$ cat src/rtl/alu_operand_stage_if.sv
// Handshake and operand bus between the decoder, the operand stage and the ALU.
interface alu_operand_stage_if #(
  parameter int unsigned WIDTH = 32,
  parameter int unsigned CNT_W = 16
) ();
  // Upstream instruction side
  logic             in_valid;
  logic             in_ready;
  logic [1:0]       alu_op;
  logic [5:0]       funct;
  logic             alu_src;
  logic [4:0]       rs_addr;
  logic [4:0]       rt_addr;
  logic [WIDTH-1:0] rs_data;
  logic [WIDTH-1:0] rt_data;
  logic [15:0]      imm;
  logic             flush;
  // Forwarding sources
  logic             exmem_wr;
  logic [4:0]       exmem_rd;
  logic [WIDTH-1:0] exmem_res;
  logic             memwb_wr;
  logic [4:0]       memwb_rd;
  logic [WIDTH-1:0] memwb_res;
  // ALU side
  logic             out_valid;
  logic             out_ready;
  logic [2:0]       operation;
  logic [WIDTH-1:0] A;
  logic [WIDTH-1:0] B;
  logic             illegal;
  logic [CNT_W-1:0] stall_cycles;

  // Driver of instructions/forwarding and consumer of ALU operands
  modport master (
    output in_valid, alu_op, funct, alu_src, rs_addr, rt_addr, rs_data, rt_data, imm, flush,
    output exmem_wr, exmem_rd, exmem_res, memwb_wr, memwb_rd, memwb_res, out_ready,
    input  in_ready, out_valid, operation, A, B, illegal, stall_cycles
  );

  // The operand stage itself
  modport slave (
    input  in_valid, alu_op, funct, alu_src, rs_addr, rt_addr, rs_data, rt_data, imm, flush,
    input  exmem_wr, exmem_rd, exmem_res, memwb_wr, memwb_rd, memwb_res, out_ready,
    output in_ready, out_valid, operation, A, B, illegal, stall_cycles
  );
endinterface

$ cat src/rtl/alu_operand_stage.sv
// ID/EX operand stage: decodes the ALU operation, forwards operands and holds them for the ALU
// under a valid/ready handshake, re-snooping forwarding sources while stalled.
module alu_operand_stage #(
  parameter int unsigned WIDTH = 32,
  parameter int unsigned CNT_W = 16
) (
  input  logic clk_i,
  input  logic rst_i,
  alu_operand_stage_if.slave bus
);

  localparam logic [2:0] OpAdd = 3'b010;
  localparam logic [2:0] OpSub = 3'b110;
  localparam logic [2:0] OpSlt = 3'b111;
  localparam logic [CNT_W-1:0] CntMax = {CNT_W{1'b1}};

  logic             out_valid_q, out_valid_d;
  logic [2:0]       operation_q, operation_d;
  logic [WIDTH-1:0] a_q, a_d;
  logic [WIDTH-1:0] b_q, b_d;
  logic             illegal_q, illegal_d;
  logic [CNT_W-1:0] stall_q, stall_d;
  logic [4:0]       rs_q, rs_d;
  logic [4:0]       rt_q, rt_d;
  logic             alu_src_q, alu_src_d;

  logic             accept, hold;
  logic [2:0]       dec_op;
  logic             dec_ill;
  logic [WIDTH-1:0] imm_ext;

  // EX/MEM beats MEM/WB; register 0 never forwards; dflt used when nothing matches.
  function automatic logic [WIDTH-1:0] fwd(
    input logic [4:0]       addr,
    input logic [WIDTH-1:0] dflt,
    input logic             ex_wr,
    input logic [4:0]       ex_rd,
    input logic [WIDTH-1:0] ex_res,
    input logic             wb_wr,
    input logic [4:0]       wb_rd,
    input logic [WIDTH-1:0] wb_res
  );
    if (ex_wr && ex_rd == addr && addr != 5'd0) begin
      return ex_res;
    end else if (wb_wr && wb_rd == addr && addr != 5'd0) begin
      return wb_res;
    end
    return dflt;
  endfunction

  assign bus.in_ready     = ~out_valid_q | bus.out_ready;
  assign accept           = bus.in_valid & bus.in_ready & ~bus.flush;
  assign hold             = out_valid_q & ~bus.out_ready & ~bus.flush;
  assign imm_ext          = {{(WIDTH-16){bus.imm[15]}}, bus.imm};

  assign bus.out_valid    = out_valid_q;
  assign bus.operation    = operation_q;
  assign bus.A            = a_q;
  assign bus.B            = b_q;
  assign bus.illegal      = illegal_q;
  assign bus.stall_cycles = stall_q;

  // Decode ALU operation from the main-decoder class and R-type funct field
  always_comb begin
    dec_op  = 3'b000;
    dec_ill = 1'b0;
    unique case (bus.alu_op)
      2'b00: dec_op = OpAdd;
      2'b01: dec_op = OpSub;
      2'b10: begin
        unique case (bus.funct)
          6'b100000: dec_op = OpAdd;
          6'b100010: dec_op = OpSub;
          6'b101010: dec_op = OpSlt;
          default:   dec_ill = 1'b1;
        endcase
      end
      default: dec_ill = 1'b1;
    endcase
  end

  // Next state: flush beats accept beats hold; a consumed entry without replacement drops valid
  always_comb begin
    out_valid_d = out_valid_q;
    operation_d = operation_q;
    a_d         = a_q;
    b_d         = b_q;
    illegal_d   = illegal_q;
    rs_d        = rs_q;
    rt_d        = rt_q;
    alu_src_d   = alu_src_q;
    stall_d     = stall_q;

    if (bus.flush) begin
      out_valid_d = 1'b0;
    end else if (accept) begin
      out_valid_d = 1'b1;
      operation_d = dec_op;
      illegal_d   = dec_ill;
      rs_d        = bus.rs_addr;
      rt_d        = bus.rt_addr;
      alu_src_d   = bus.alu_src;
      a_d = fwd(bus.rs_addr, bus.rs_data, bus.exmem_wr, bus.exmem_rd, bus.exmem_res,
                bus.memwb_wr, bus.memwb_rd, bus.memwb_res);
      b_d = bus.alu_src ? imm_ext :
            fwd(bus.rt_addr, bus.rt_data, bus.exmem_wr, bus.exmem_rd, bus.exmem_res,
                bus.memwb_wr, bus.memwb_rd, bus.memwb_res);
    end else if (hold) begin
      // Held operands keep tracking results that land while the ALU is stalled
      a_d = fwd(rs_q, a_q, bus.exmem_wr, bus.exmem_rd, bus.exmem_res,
                bus.memwb_wr, bus.memwb_rd, bus.memwb_res);
      if (!alu_src_q) begin
        b_d = fwd(rt_q, b_q, bus.exmem_wr, bus.exmem_rd, bus.exmem_res,
                  bus.memwb_wr, bus.memwb_rd, bus.memwb_res);
      end
    end else if (out_valid_q) begin
      out_valid_d = 1'b0;
    end

    if (hold && stall_q != CntMax) begin
      stall_d = stall_q + 1'b1;
    end
  end

  // Stage registers with synchronous active-high reset
  always_ff @(posedge clk_i) begin
    if (rst_i) begin
      out_valid_q <= 1'b0;
      operation_q <= 3'b000;
      a_q         <= '0;
      b_q         <= '0;
      illegal_q   <= 1'b0;
      stall_q     <= '0;
      rs_q        <= 5'd0;
      rt_q        <= 5'd0;
      alu_src_q   <= 1'b0;
    end else begin
      out_valid_q <= out_valid_d;
      operation_q <= operation_d;
      a_q         <= a_d;
      b_q         <= b_d;
      illegal_q   <= illegal_d;
      stall_q     <= stall_d;
      rs_q        <= rs_d;
      rt_q        <= rt_d;
      alu_src_q   <= alu_src_d;
    end
  end

endmodule

$ cat src/flat_wrapper.sv
// flat-port wrapper written by rule: the top's interface ports become plain ports
module alu_operand_stage_flat 
#(
  parameter int unsigned WIDTH = 32,
  parameter int unsigned CNT_W = 16
)
  (clk_i, rst_i, bus_in_valid, bus_alu_op, bus_funct, bus_alu_src, bus_rs_addr, bus_rt_addr, bus_rs_data, bus_rt_data, bus_imm, bus_flush, bus_exmem_wr, bus_exmem_rd, bus_exmem_res, bus_memwb_wr, bus_memwb_rd, bus_memwb_res, bus_out_ready, bus_in_ready, bus_out_valid, bus_operation, bus_A, bus_B, bus_illegal, bus_stall_cycles);
  alu_operand_stage_if #(.WIDTH(WIDTH), .CNT_W(CNT_W)) bus_i ();
  input  logic clk_i;
  input  logic rst_i;
  input wire logic [$bits(bus_i.in_valid)-1:0] bus_in_valid;
  input wire logic [$bits(bus_i.alu_op)-1:0] bus_alu_op;
  input wire logic [$bits(bus_i.funct)-1:0] bus_funct;
  input wire logic [$bits(bus_i.alu_src)-1:0] bus_alu_src;
  input wire logic [$bits(bus_i.rs_addr)-1:0] bus_rs_addr;
  input wire logic [$bits(bus_i.rt_addr)-1:0] bus_rt_addr;
  input wire logic [$bits(bus_i.rs_data)-1:0] bus_rs_data;
  input wire logic [$bits(bus_i.rt_data)-1:0] bus_rt_data;
  input wire logic [$bits(bus_i.imm)-1:0] bus_imm;
  input wire logic [$bits(bus_i.flush)-1:0] bus_flush;
  input wire logic [$bits(bus_i.exmem_wr)-1:0] bus_exmem_wr;
  input wire logic [$bits(bus_i.exmem_rd)-1:0] bus_exmem_rd;
  input wire logic [$bits(bus_i.exmem_res)-1:0] bus_exmem_res;
  input wire logic [$bits(bus_i.memwb_wr)-1:0] bus_memwb_wr;
  input wire logic [$bits(bus_i.memwb_rd)-1:0] bus_memwb_rd;
  input wire logic [$bits(bus_i.memwb_res)-1:0] bus_memwb_res;
  input wire logic [$bits(bus_i.out_ready)-1:0] bus_out_ready;
  output wire logic [$bits(bus_i.in_ready)-1:0] bus_in_ready;
  output wire logic [$bits(bus_i.out_valid)-1:0] bus_out_valid;
  output wire logic [$bits(bus_i.operation)-1:0] bus_operation;
  output wire logic [$bits(bus_i.A)-1:0] bus_A;
  output wire logic [$bits(bus_i.B)-1:0] bus_B;
  output wire logic [$bits(bus_i.illegal)-1:0] bus_illegal;
  output wire logic [$bits(bus_i.stall_cycles)-1:0] bus_stall_cycles;
  assign bus_i.in_valid = bus_in_valid;
  assign bus_i.alu_op = bus_alu_op;
  assign bus_i.funct = bus_funct;
  assign bus_i.alu_src = bus_alu_src;
  assign bus_i.rs_addr = bus_rs_addr;
  assign bus_i.rt_addr = bus_rt_addr;
  assign bus_i.rs_data = bus_rs_data;
  assign bus_i.rt_data = bus_rt_data;
  assign bus_i.imm = bus_imm;
  assign bus_i.flush = bus_flush;
  assign bus_i.exmem_wr = bus_exmem_wr;
  assign bus_i.exmem_rd = bus_exmem_rd;
  assign bus_i.exmem_res = bus_exmem_res;
  assign bus_i.memwb_wr = bus_memwb_wr;
  assign bus_i.memwb_rd = bus_memwb_rd;
  assign bus_i.memwb_res = bus_memwb_res;
  assign bus_i.out_ready = bus_out_ready;
  assign bus_in_ready = bus_i.in_ready;
  assign bus_out_valid = bus_i.out_valid;
  assign bus_operation = bus_i.operation;
  assign bus_A = bus_i.A;
  assign bus_B = bus_i.B;
  assign bus_illegal = bus_i.illegal;
  assign bus_stall_cycles = bus_i.stall_cycles;
  alu_operand_stage #(.WIDTH(WIDTH), .CNT_W(CNT_W)) u_core (.clk_i(clk_i), .rst_i(rst_i), .bus(bus_i));
endmodule
$ cat config.mk
export PLATFORM = sky130hd
export DESIGN_NAME = alu_operand_stage_flat
export DESIGN_NICKNAME = d
export VERILOG_FILES = /design/src/rtl/alu_operand_stage_if.sv /design/src/rtl/alu_operand_stage.sv /design/src/flat_wrapper.sv
export SDC_FILE = /design/constraint.sdc
export NUM_CORES = 1
export LEC_CHECK = 0
export CAP_MARGIN = 20
export CORE_UTILIZATION = 49
export CTS_BUF_LIST = sky130_fd_sc_hd__clkbuf_4 sky130_fd_sc_hd__clkbuf_8
export DETAILED_ROUTE_END_ITERATION = 8
export PLACE_DENSITY = 0.86
export SYNTH_ARGS = -nofsm -noshare
export SYNTH_HDL_FRONTEND = slang
export SYNTH_SLANG_ARGS = --single-unit
$ cat constraint.sdc
create_clock -name clk_i -period 6.15 [get_ports clk_i]
set_input_delay 1.23 -clock clk_i [delete_from_list [all_inputs] [get_ports clk_i]]
set_output_delay 1.23 -clock clk_i [all_outputs]
set_load 0.01 [all_outputs]
---- Word level (Yosys, flattened, before mapping) ----
Cells that the tools add are included.
storage, ports and cells
  bits of input ports ..................... 180
  logic and storage cells ................. 108
  register bits ........................... 96
operators by class
  bitwise operators ....................... 8
  reductions and logical operators ........ 31
  equal/unequal tests ..................... 16
  mux-type cells .......................... 43
  add/sub/neg operators ................... 1
operators with widths
  kind                   count
  $mux 32                18
  $eq 5x5->1             8
  $mux 1                 22
  $reduce_bool 5->1      4
  $eq 6x6->1 const B     3
  $pmux 3 s3             2
  $logic_and 1x1->1      17
  $add 16x1->16 const B  1
  $ne 16x16->1 const B   1
  $reduce_bool 2->1      3
  $and 1x1->1            4
  $reduce_and 4->1       1
  $reduce_or 2->1        2
  $not 1->1              3
  $reduce_and 3->1       1
  $reduce_or 3->1        1
  $eq 2x1->1 const B     1
  $eq 2x2->1 const B     1
  $logic_not 2->1        1
  $ne 2x1->1 const B     1
  $ne 2x2->1 const B     1
  $pmux 1 s2             1
  $reduce_and 2->1       1
  $or 1x1->1             1

---- Logic depth before layout (Yosys ltp) ----
  depth after elaboration ................. 13
  mapped depth ............................ 9

---- Least setup slack after synthesis ----
No wires, ideal clock.
  path kind ............................... in2reg
  start ................................... input bus_memwb_rd[1]
  end ..................................... register u_core.b_q[10], in the netlist u_core.bus.B[10]
  data arrival time ....................... 3031 ps
  required time ........................... 6090 ps
  setup slack ............................. 3060 ps
  stages .................................. 9
  path buffers ............................ 3
  library setup time ...................... 60 ps
  cells stage by stage .................... clkbuf_1 xnor2_2 nand2_1 or3_1 buf_6 buf_12 mux2i_1 a2111oi_1 o311a_1
between the ends
  cells in the longest elaborated chain, start to end .. 11
ends and longest elaborated chain
  item                                line                      RTL
  start: declaration                  flat_wrapper.sv:25        input wire logic [$bits(bus_i.memwb_rd)-1:0] bus_memwb_rd;
  $eq 5x5->1                          alu_operand_stage.sv:45   end else if (wb_wr && wb_rd == addr && addr != 5'd0) begin
  $logic_and 1x1->1 (2 in a row)      alu_operand_stage.sv:45
  $mux 1                              alu_operand_stage.sv:45
  $mux 1                              alu_operand_stage.sv:43   if (ex_wr && ex_rd == addr && addr != 5'd0) begin
  $mux 1                              alu_operand_stage.sv:112  if (!alu_src_q) begin
  $mux 1                              alu_operand_stage.sv:108  end else if (hold) begin
  $mux 1                              alu_operand_stage.sv:96   end else if (accept) begin
  $mux 1                              alu_operand_stage.sv:94   if (bus.flush) begin
  $reduce_bool 2->1 (no source line)  --
  $reduce_and 4->1 (no source line)   --
  end signal: assignment              alu_operand_stage.sv:131  b_q <= '0;
  end signal: assignment              alu_operand_stage.sv:141  b_q <= b_d;
  end: declaration                    alu_operand_stage.sv:20   logic [WIDTH-1:0] b_q, b_d;
Parallel ways exist; a longest one is shown, timed or not. The select of a mux whose other input is x is not followed.
A chain may end at the register's enable or synchronous reset.

---- Worst setup path after layout ----
  start ................................... input bus_memwb_rd[1]
  end ..................................... register u_core.b_q[11], in the netlist u_core.bus.B[11]
Same word-level chain as after synthesis.

==> impl_metrics.env <==
export IMPL_status="finished, final reports clean"
export IMPL_drtAntennaViolNets=0
export IMPL_p_leak_nw=3.51
export IMPL_grt_pass1_wl_microns=40700
export IMPL_start_util_pct=50.3
export IMPL_holdPathStages=2
export IMPL_ff_latch_area_sq_um=1920
export IMPL_die_h_microns=119
export IMPL_core_area_sq_um=13200
export IMPL_cp_arrival_ns=4.38
export IMPL_clock_root_buffer="clkbuf_8"
export IMPL_synth_distinct_cells=54
export IMPL_area_growth_pct=42.4
export IMPL_yosys_warnings=0
export IMPL_antenna_found_initial=0
export IMPL_path_max_fanout=32
export IMPL_vdd_ir_drop_max_mv=0.112
export IMPL_synth_avg_cell_area_sq_um=7.90
export IMPL_cp_start_kind="input pin"
export IMPL_layout_setup_ws_ns=2.08
export IMPL_worst_pin_slew_ns=1.23
export IMPL_grt_usage_pct=36.6
export IMPL_reg2regPathDepth=7
export IMPL_cts_resized=0
export IMPL_gp_congestion=0.961
export IMPL_syn_area_sq_um=6660
export IMPL_skew_ns=0.0136
export IMPL_crit_type="in2reg"
export IMPL_hpwl_microns=17800
export IMPL_cts_tree="yes"
export IMPL_grt_pass1_vias=7513
export IMPL_multi_input_area_sq_um=4340
export IMPL_route_detailed_drc=0
export IMPL_period_needed_ns=4.07
export IMPL_place_ws_ns=1.77
export IMPL_drt_vias_per_instance=6.43
export IMPL_power_density_nw_per_um2=163
export IMPL_postCtsSetupBuffers=0
export IMPL_htree_levels=3
export IMPL_worstSetupEndpointType="register"
export IMPL_final_setup_tns_ns=0
export IMPL_antenna_cells=0
export IMPL_drive_gt1_share_pct=6.30
export IMPL_cts_inserted_buffers=9
export IMPL_hp_class="reg2reg"
export IMPL_rsz0062_at_grt="no"
export IMPL_clock_latency_ns=0.38
export IMPL_drv_slew=0
export IMPL_ys_flop_type="dfxtp_1"
export IMPL_pin_count=266
export IMPL_hold_viol=0
export IMPL_overflow=0
export IMPL_final_cell_mix="clkdlybuf4s50_1, dfxtp_1, nand2_1, a21oi_1, nor2_1"
export IMPL_clkSlewWorstSetupHoldPaths_ns=0.10
export IMPL_grt_max_degree=96
export IMPL_required_ns=6.46
export IMPL_syn_nets=1024
export IMPL_die_width_microns=119
export IMPL_p_clk_share_pct=25.7
export IMPL_wl_microns=26300
export IMPL_cap_viol_max_count=0
export IMPL_setup_viol=0
export IMPL_fin_nets=1225
export IMPL_rows=42
export IMPL_synth_edf_count=0
export IMPL_cts_buffer_depth=2
export IMPL_ctsHoldBuffers=0
export IMPL_p_int_mw=1.06
export IMPL_synth_seq_cells=96
export IMPL_fin_crit_sh_pct=66.1
export IMPL_portBuffers=265
export IMPL_fillerInstances=1075
export IMPL_fin_total_pwr_mw=1.54
export IMPL_seq_power_share_pct=43.6
export IMPL_maxSlewHeadroom_pct=18.2
export IMPL_synth_async_sr_flop_share_pct=0
export IMPL_final_common_cell="clkdlybuf4s50_1"
export IMPL_avgRoutedWirePerCell_microns=21.5
export IMPL_num_vias=7866
export IMPL_synth_seq_area_share_pct=28.9
export IMPL_p_comb_share_pct=30.7
export IMPL_drtIter0Drc=956
export IMPL_clock_sinks=96
export IMPL_p_sw_uw=486
export IMPL_swShare_pct=31.5
export IMPL_max_freq_ghz=0.246
export IMPL_floorplan_die_area_sq_um=14100
export IMPL_synthCells=843
export IMPL_dr_pass1_iters=5
-- power by group through the flow --
stage          Clock, mW  Combinational (mW)  Sequential, mW
6_report           0.397               0.473           0.673
4_1_cts            0.403               0.465           0.672
3_3_place_gp           0               0.454           0.686
3_5_place_dp           0               0.463           0.686
5_1_grt            0.430               0.499           0.676
2_1_floorplan          0               0.204           0.694
-- path summary, 6_finish.rpt --
| check | slack [ns] | from | to |
|---|---|---|---|
| max | 2.08 | bus_memwb_rd[1] | u_core.bus.B[11] |
| min | 0.46 | u_core.alu_src_q | u_core.alu_src_q |
| max reg2reg | 3.00 | u_core.rt_q[1] | u_core.bus.B[3] |
| min reg2reg | 0.46 | u_core.alu_src_q | u_core.alu_src_q |
-- cell families (layout without fill, tap and decap cells) --
kind of cell	after synthesis	after routing	share of synthesized area, %
buffers and inverters	98	303	6.49
AOI/OAI and AO/OA	272	272	32.1
xor gates and xnor gates	53	53	7.09
DFF	96	96	28.9
adders and majority gates	1	1	0.188
and+or+nand+nor	305	305	22.6
muxes	18	18	2.74
-- through the flow --
step | cell area, sq um | std cells | utilization [%] | hold slack (ns)
after floorplan | 6660 | 843 | - | 0.437
after global placement | 9260 | 1207 | 69.9 | 0.445
after detailed placement | 9290 | 1208 | 70.1 | 0.449
after CTS | 9460 | 1223 | 71.4 | 0.463
after global routing | 9480 | 1224 | 71.6 | 0.487
final | 9480 | 1224 | 71.6 | 0.463
-- Yosys cell counts, types with 10 or more instances --
master	n	area [sq um]
a2111oi_1	13	130
a21oi_1	64	320
a221oi_1	48	420
a31oi_1	15	93.8
and3_1	36	225
clkbuf_1	69	259
dfxtp_1	96	1920
mux2i_1	16	160
nand2_1	93	349
nand3_1	38	190
nand4_1	29	181
nor2_1	61	229
o21ai_0	27	135
o21ai_1	10	50.1
o2bb2ai_1	33	289
o311a_1	15	150
o31a_1	18	158
o41ai_2	18	293
or3_1	20	125
xnor2_1	39	342
xor2_1	13	114
-- final cells by class --
type                    instances  area share [%]
inverters                       6           0.238
clock buffers                  11            1.53
flip-flops and latches         96            20.3
repair buffers                282            29.5
clock inverters                 4           0.317
well taps                     176            2.32
multi-input cells             649            45.8
-- sequential cells by signal, indices dropped and copies added, names as in the netlist --
signal and flops:
u_core.alu_src_q 1, u_core.bus.out_valid 1, u_core.bus.A 32, u_core.bus.operation 3, u_core.rs_q 5, u_core.bus.illegal 1
u_core.rt_q 5, u_core.bus.B 32, u_core.bus.stall_cycles 16
-- metal layers --
metal	GRT usage (%)	vias to the layer above	wire length (microns)
li1	-	3588	-
met1	48.1	3685	10400
met2	57.4	525	12000
met3	7.00	68	2930
met4	17.6	0	948
met5	0	-	0
-- critical path: stages --
cell and delay (ns):
clkdlybuf4s50_1 0.54, xnor2_2 0.72, nand2_1 0.09, or3_2 0.89, mux2i_1 0.23, a2111oi_1 0.44, o311a_1 0.21
(Power assumes the default switching activity.)
